`src/rtl/median_pkg.sv`:
```
// Shared constants and types for the 3-input median selector.
package median_pkg;
  localparam int WIDTH_DEFAULT = 8;
  localparam int LATENCY       = 1;
  typedef logic [WIDTH_DEFAULT-1:0] sample_t;
endpackage

```
`src/rtl/median_cx.sv`:
```
// Combinational compare-exchange: lo = smaller of x/y, hi = larger; signedness by parameter.
module median_cx
  import median_pkg::*;
#(
  parameter int WIDTH  = WIDTH_DEFAULT,
  parameter bit SIGNED = 1'b0
) (
  input  logic [WIDTH-1:0] x,
  input  logic [WIDTH-1:0] y,
  output logic [WIDTH-1:0] lo,
  output logic [WIDTH-1:0] hi
);
  logic swap;

  generate
    if (SIGNED) begin : g_s
      assign swap = $signed(x) > $signed(y);
    end else begin : g_u
      assign swap = x > y;
    end
  endgenerate

  assign lo = swap ? y : x;
  assign hi = swap ? x : y;
endmodule

```
`src/rtl/median.sv`:
```
// Streaming 3-tap median, one registered stage. Define MEDIAN_MINMAX_EN to
// also export the registered minimum (min_o) and maximum (max_o).
module median
  import median_pkg::*;
#(
  parameter int WIDTH  = WIDTH_DEFAULT,
  parameter bit SIGNED = 1'b0
) (
  input  logic             clk,
  input  logic             rst,
  input  logic             in_valid,
  input  logic [WIDTH-1:0] a0,
  input  logic [WIDTH-1:0] a1,
  input  logic [WIDTH-1:0] a2,
  output logic             out_valid,
`ifdef MEDIAN_MINMAX_EN
  output logic [WIDTH-1:0] out,
  output logic [WIDTH-1:0] min_o,
  output logic [WIDTH-1:0] max_o
`else
  output logic [WIDTH-1:0] out
`endif
);
  logic [WIDTH-1:0] lo1, hi1, lo2, hi2, mn, med;
  logic [LATENCY-1:0] vld_pipe;

  // lo1 = min(a0,a1); lo2 = min(max(a0,a1),a2); their max is the median,
  // their min the overall minimum, hi2 the overall maximum.
  median_cx #(.WIDTH(WIDTH), .SIGNED(SIGNED)) u_cx0 (.x(a0),  .y(a1), .lo(lo1), .hi(hi1));
  median_cx #(.WIDTH(WIDTH), .SIGNED(SIGNED)) u_cx1 (.x(hi1), .y(a2), .lo(lo2), .hi(hi2));
  median_cx #(.WIDTH(WIDTH), .SIGNED(SIGNED)) u_cx2 (.x(lo1), .y(lo2), .lo(mn),  .hi(med));

  always_ff @(posedge clk or posedge rst) begin
    if (rst) vld_pipe <= '0;
    else     vld_pipe <= (vld_pipe << 1) | LATENCY'(in_valid);
  end
  assign out_valid = vld_pipe[LATENCY-1];

  // Data only loads on a valid beat, so idle-cycle operands never reach out.
  always_ff @(posedge clk or posedge rst) begin
    if (rst)           out <= '0;
    else if (in_valid) out <= med;
  end

`ifdef MEDIAN_MINMAX_EN
  always_ff @(posedge clk or posedge rst) begin
    if (rst) begin
      min_o <= '0;
      max_o <= '0;
    end else if (in_valid) begin
      min_o <= mn;
      max_o <= hi2;
    end
  end
`else
  // min/max fall out of the network for free but have no consumer here.
  logic unused_minmax;
  assign unused_minmax = ^{mn, hi2};
`endif
endmodule

```
`config.mk`:
```
export PLATFORM = sky130hd
export DESIGN_NAME = median
export DESIGN_NICKNAME = d
export VERILOG_FILES = /design/src/rtl/median_pkg.sv /design/src/rtl/median_cx.sv /design/src/rtl/median.sv
export SDC_FILE = /design/constraint.sdc
export NUM_CORES = 1
export LEC_CHECK = 0
export BUFFER_PORTS_ARGS = -buffer_cell sky130_fd_sc_hd__buf_2
export CORE_MARGIN = 3
export CORE_UTILIZATION = 49
export CTS_CLUSTER_SIZE = 30
export DETAILED_ROUTE_END_ITERATION = 16
export GPL_TIMING_DRIVEN = 0
export HOLD_SLACK_MARGIN = 0.05
export PLACE_DENSITY = 0.77
export RECOVER_POWER = 50
export SYNTH_ARGS = -nofsm -noshare
export SYNTH_HDL_FRONTEND = slang
export SYNTH_SLANG_ARGS = --single-unit
```
`constraint.sdc`:
```
create_clock -name clk -period 0.8 [get_ports clk]
set_input_delay 0.08 -clock clk [delete_from_list [all_inputs] [get_ports clk]]
set_output_delay 0.08 -clock clk [all_outputs]
set_load 0.02 [all_outputs]
```
==> impl_metrics.toml <==
[run_status]
status = "finished with violations"
violations = "negative setup slack"

[global_routing]
antenna_found_initial = 0
grt_overflow_total = 0
grt.total_usage = 0.285
grt_pass1_vias = 1844
grt_pass1_wl_um = 7880
grt_max_degree = 11

[logic_synthesis]
yosys_warnings = 0
syn_avg_cell_area_um2 = 8.08
muxShareOfSynthArea = 0.00680
synthAdderAreaFrac = 0.204
synth_nets = 233
synth_xor_area_frac = 0
ys_ff_latch = 9
synth_seq_area_share = 0.153
synth_compound_gate_area_share = 0.294
synth_cells = 182
synthSimpleGateAreaFrac = 0.244
synth_top_family_by_area = "compound AO/OA/AOI/OAI gates"
synthesis.area_um2 = 1470
synth_cell_types = 42

[timing]
whs_ps = 191
fin_worst_skew_ps = 0
timing.final.hold_violations = 0
slew_headroom = 0.645
rsz0062_at_grt = "true"
slew_violations = 0
fin_ws_ps = -3500
fin_tns_setup_ps = -28660
period_share = 5.38
setup_violations = 17
tightestPinTransition_ps = 518
fmax_mhz = 232
period_needed_ps = 4300

[finish]
post-route-cell-area_um2 = 2590
n_fill_cell = 87
fin_util = 0.922
syn_to_final_growth_pct = 75.9
diodes = 0
mostFrequentLayoutCell = "buf_4"
drive_gt1_frac = 0.617
mostFrequentLayoutCells = "buf_4, buf_2, a21oi_1, inv_1, ha_4"
final_nets = 313

[critical_path]
crit_fanout = 5
arrival_ps = 4500
worstSetupPathType = "input pin to register"
worstPathRequired_ps = 1000
start_kind = "input pin"
cp-end-kind = "register"

[power]
irDropWorstVdd_mv = 1.00
power.share.switching = 0.453
net-switching-power_mw = 2.37
power_frac_clock = 0.072
comb_power_share = 0.781
p_per_area_nw_per_um2 = 2020
total_power_mw = 5.22
intPower_mw = 2.86
pwr-share-seq = 0.147
p_leak_nw = 1.18

[placement]
io_buffers = 35
dp_hpwl_um = 3190
dpl_cell_area_um2 = 1820
globalplace.congestion = 0.951

[drt]
wl_per_cell_um = 22.4
vias = 1926
viasPerCell = 6.60
totalWireLength_um = 6550
drtPass1Iterations = 4
drc = 0
drtIter0Drc = 166
ant_nets = 0

[clocking]
cts_tree = "done"
cts_buffers = 3
cts_htree_levels = 1
clkTransAtPathRegs_ps = 60
clock_path_buffers = 2
insertion_delay_ps = 280
root_buffer = "clkbuf_4"
cts_sinks = 9

[run]
cap_violations = 0

[floorplan]
die_area_um2 = 3700
io_pins = 36
start_util = 0.525
die_y_um = 60.8
fp.dieW_um = 60.8
coreArea_um2 = 2810
rows = 19

[hold_path]
hold_class = "input pin to register"
-- flip-flops by register name (all words and copies together) (netlist names) --
register   count
out            8
out_valid      1
-- routing by layer --
metal	up-vias	track usage	wire length (um)
met5	-	0	0
met4	0	0.186	407
met3	51	0.0298	490
met2	132	0.525	3360
met1	900	0.305	2290
li1	843	-	-
-- cells in the mapped netlist --
| cell type | count | share of area |
|---|---|---|
| and2_1 | 2 | 0.0085 |
| a21boi_0 | 7 | 0.036 |
| nand3_1 | 7 | 0.024 |
| nor2_4 | 1 | 0.0077 |
| buf_6 | 3 | 0.023 |
| nor2_1 | 5 | 0.013 |
| and3_1 | 4 | 0.017 |
| and4_1 | 2 | 0.012 |
| nor3_1 | 7 | 0.024 |
| clkbuf_8 | 1 | 0.0094 |
| nand2_2 | 2 | 0.0085 |
| o211a_1 | 2 | 0.014 |
| a21o_1 | 1 | 0.0051 |
| and4_2 | 1 | 0.0068 |
| o211ai_4 | 1 | 0.014 |
| buf_4 | 1 | 0.0051 |
| o31ai_2 | 3 | 0.026 |
| nor2b_1 | 3 | 0.013 |
| nand2_1 | 4 | 0.010 |
| o211ai_1 | 1 | 0.0051 |
| o31a_1 | 1 | 0.0060 |
| o21ai_0 | 10 | 0.034 |
| inv_1 | 21 | 0.054 |
| o22a_2 | 1 | 0.0068 |
| dfrtp_1 | 9 | 0.15 |
| o31ai_1 | 2 | 0.010 |
| nand4bb_1 | 1 | 0.0077 |
| nand2b_1 | 2 | 0.0085 |
| a21oi_1 | 19 | 0.065 |
| mux2i_1 | 1 | 0.0068 |
| ha_1 | 24 | 0.20 |
| and2_4 | 1 | 0.0060 |
| or2b_2 | 3 | 0.018 |
| nand4_1 | 3 | 0.013 |
| o311ai_1 | 3 | 0.018 |
| o22ai_1 | 1 | 0.0043 |
| buf_2 | 2 | 0.0068 |
| o221ai_1 | 5 | 0.030 |
| or2_2 | 10 | 0.043 |
| nand3b_1 | 1 | 0.0051 |
| a31oi_1 | 3 | 0.013 |
| a211oi_2 | 1 | 0.0085 |
-- final cells by class --
cell class / instances / area (um2) / area share
Multi-Input combinational cell: 146 / 1550 / 0.600
Timing Repair Buffer: 76 / 596 / 0.230
Buffer: 5 / 55.1 / 0.0213
Inverter: 21 / 93.8 / 0.0363
Tap cell: 31 / 38.8 / 0.0150
Sequential cell: 9 / 225 / 0.0870
Clock buffer: 4 / 26.3 / 0.0102
-- final timing paths --
| path | slack, ps | start | cells after the start | to |
|---|---|---|---|---|
| worst max-delay path | -3500 | a0[0] | 23 | out[5] |
| worst min-delay path | 190 | in_valid | 3 | out[0] |
| worst max register to register | -50 | out[7] | 3 | out[7] |
| worst min register to register | 620 | out[2] | 2 | out[2] |
| max in group asynchronous | 250 | rst | 3 | out[0] |
| min in group asynchronous | 310 | rst | 3 | out_valid |
-- power by group through the flow --
stage	logic (mW)	clock network, mW	registers, mW
5_1_grt	4.33	0.380	0.794
3_3_place_gp	2.38	0	0.721
6_report	4.08	0.376	0.770
2_1_floorplan	1.59	0	0.970
3_5_place_dp	2.45	0	0.730
4_1_cts	3.36	0.357	0.765
-- through the flow --
| stage | setup slack, ps | cells |
|---|---|---|
| after floorplan | -2970 | 182 |
| after global placement | -3500 | 248 |
| after detailed placement | -3610 | 248 |
| after CTS | -3140 | 286 |
| after global routing | -3620 | 292 |
| final | -3500 | 292 |
-- kinds of logic after synthesis --
logic type / Yosys count
compound gates: 61
fa+ha+maj: 24
buf+inv: 28
flops: 9
mux: 1
simple gates: 59
-- critical path: stages --
cell and delay, ps:
buf_2 110, inv_1 90, ha_1 210, nor2b_4 60, o211a_4 280, o211ai_4 310, buf_6 150, a21boi_2 50
or2_2 330, ha_4 290, nor2b_1 230, o21ai_1 110, nand4bb_1 120, buf_6 110, and2_4 190, buf_12 140
o21ai_0 100, ha_1 320, a21oi_1 420, a21oi_2 170, o22ai_4 260, nand2_2 170, o221ai_1 200
-- timing repair --
action | in CTS | in global routing
hold buffers | 2 | 0
setup endpoints to repair | 17 | 17
pin swaps | 25 | 29
cloned | 2 | 0
endpoints found under the hold margin | 10 | 0
setup buffers | 30 | 9
resized for setup | 49 | 38
Note: power is estimated with default switching activity, not from simulation.
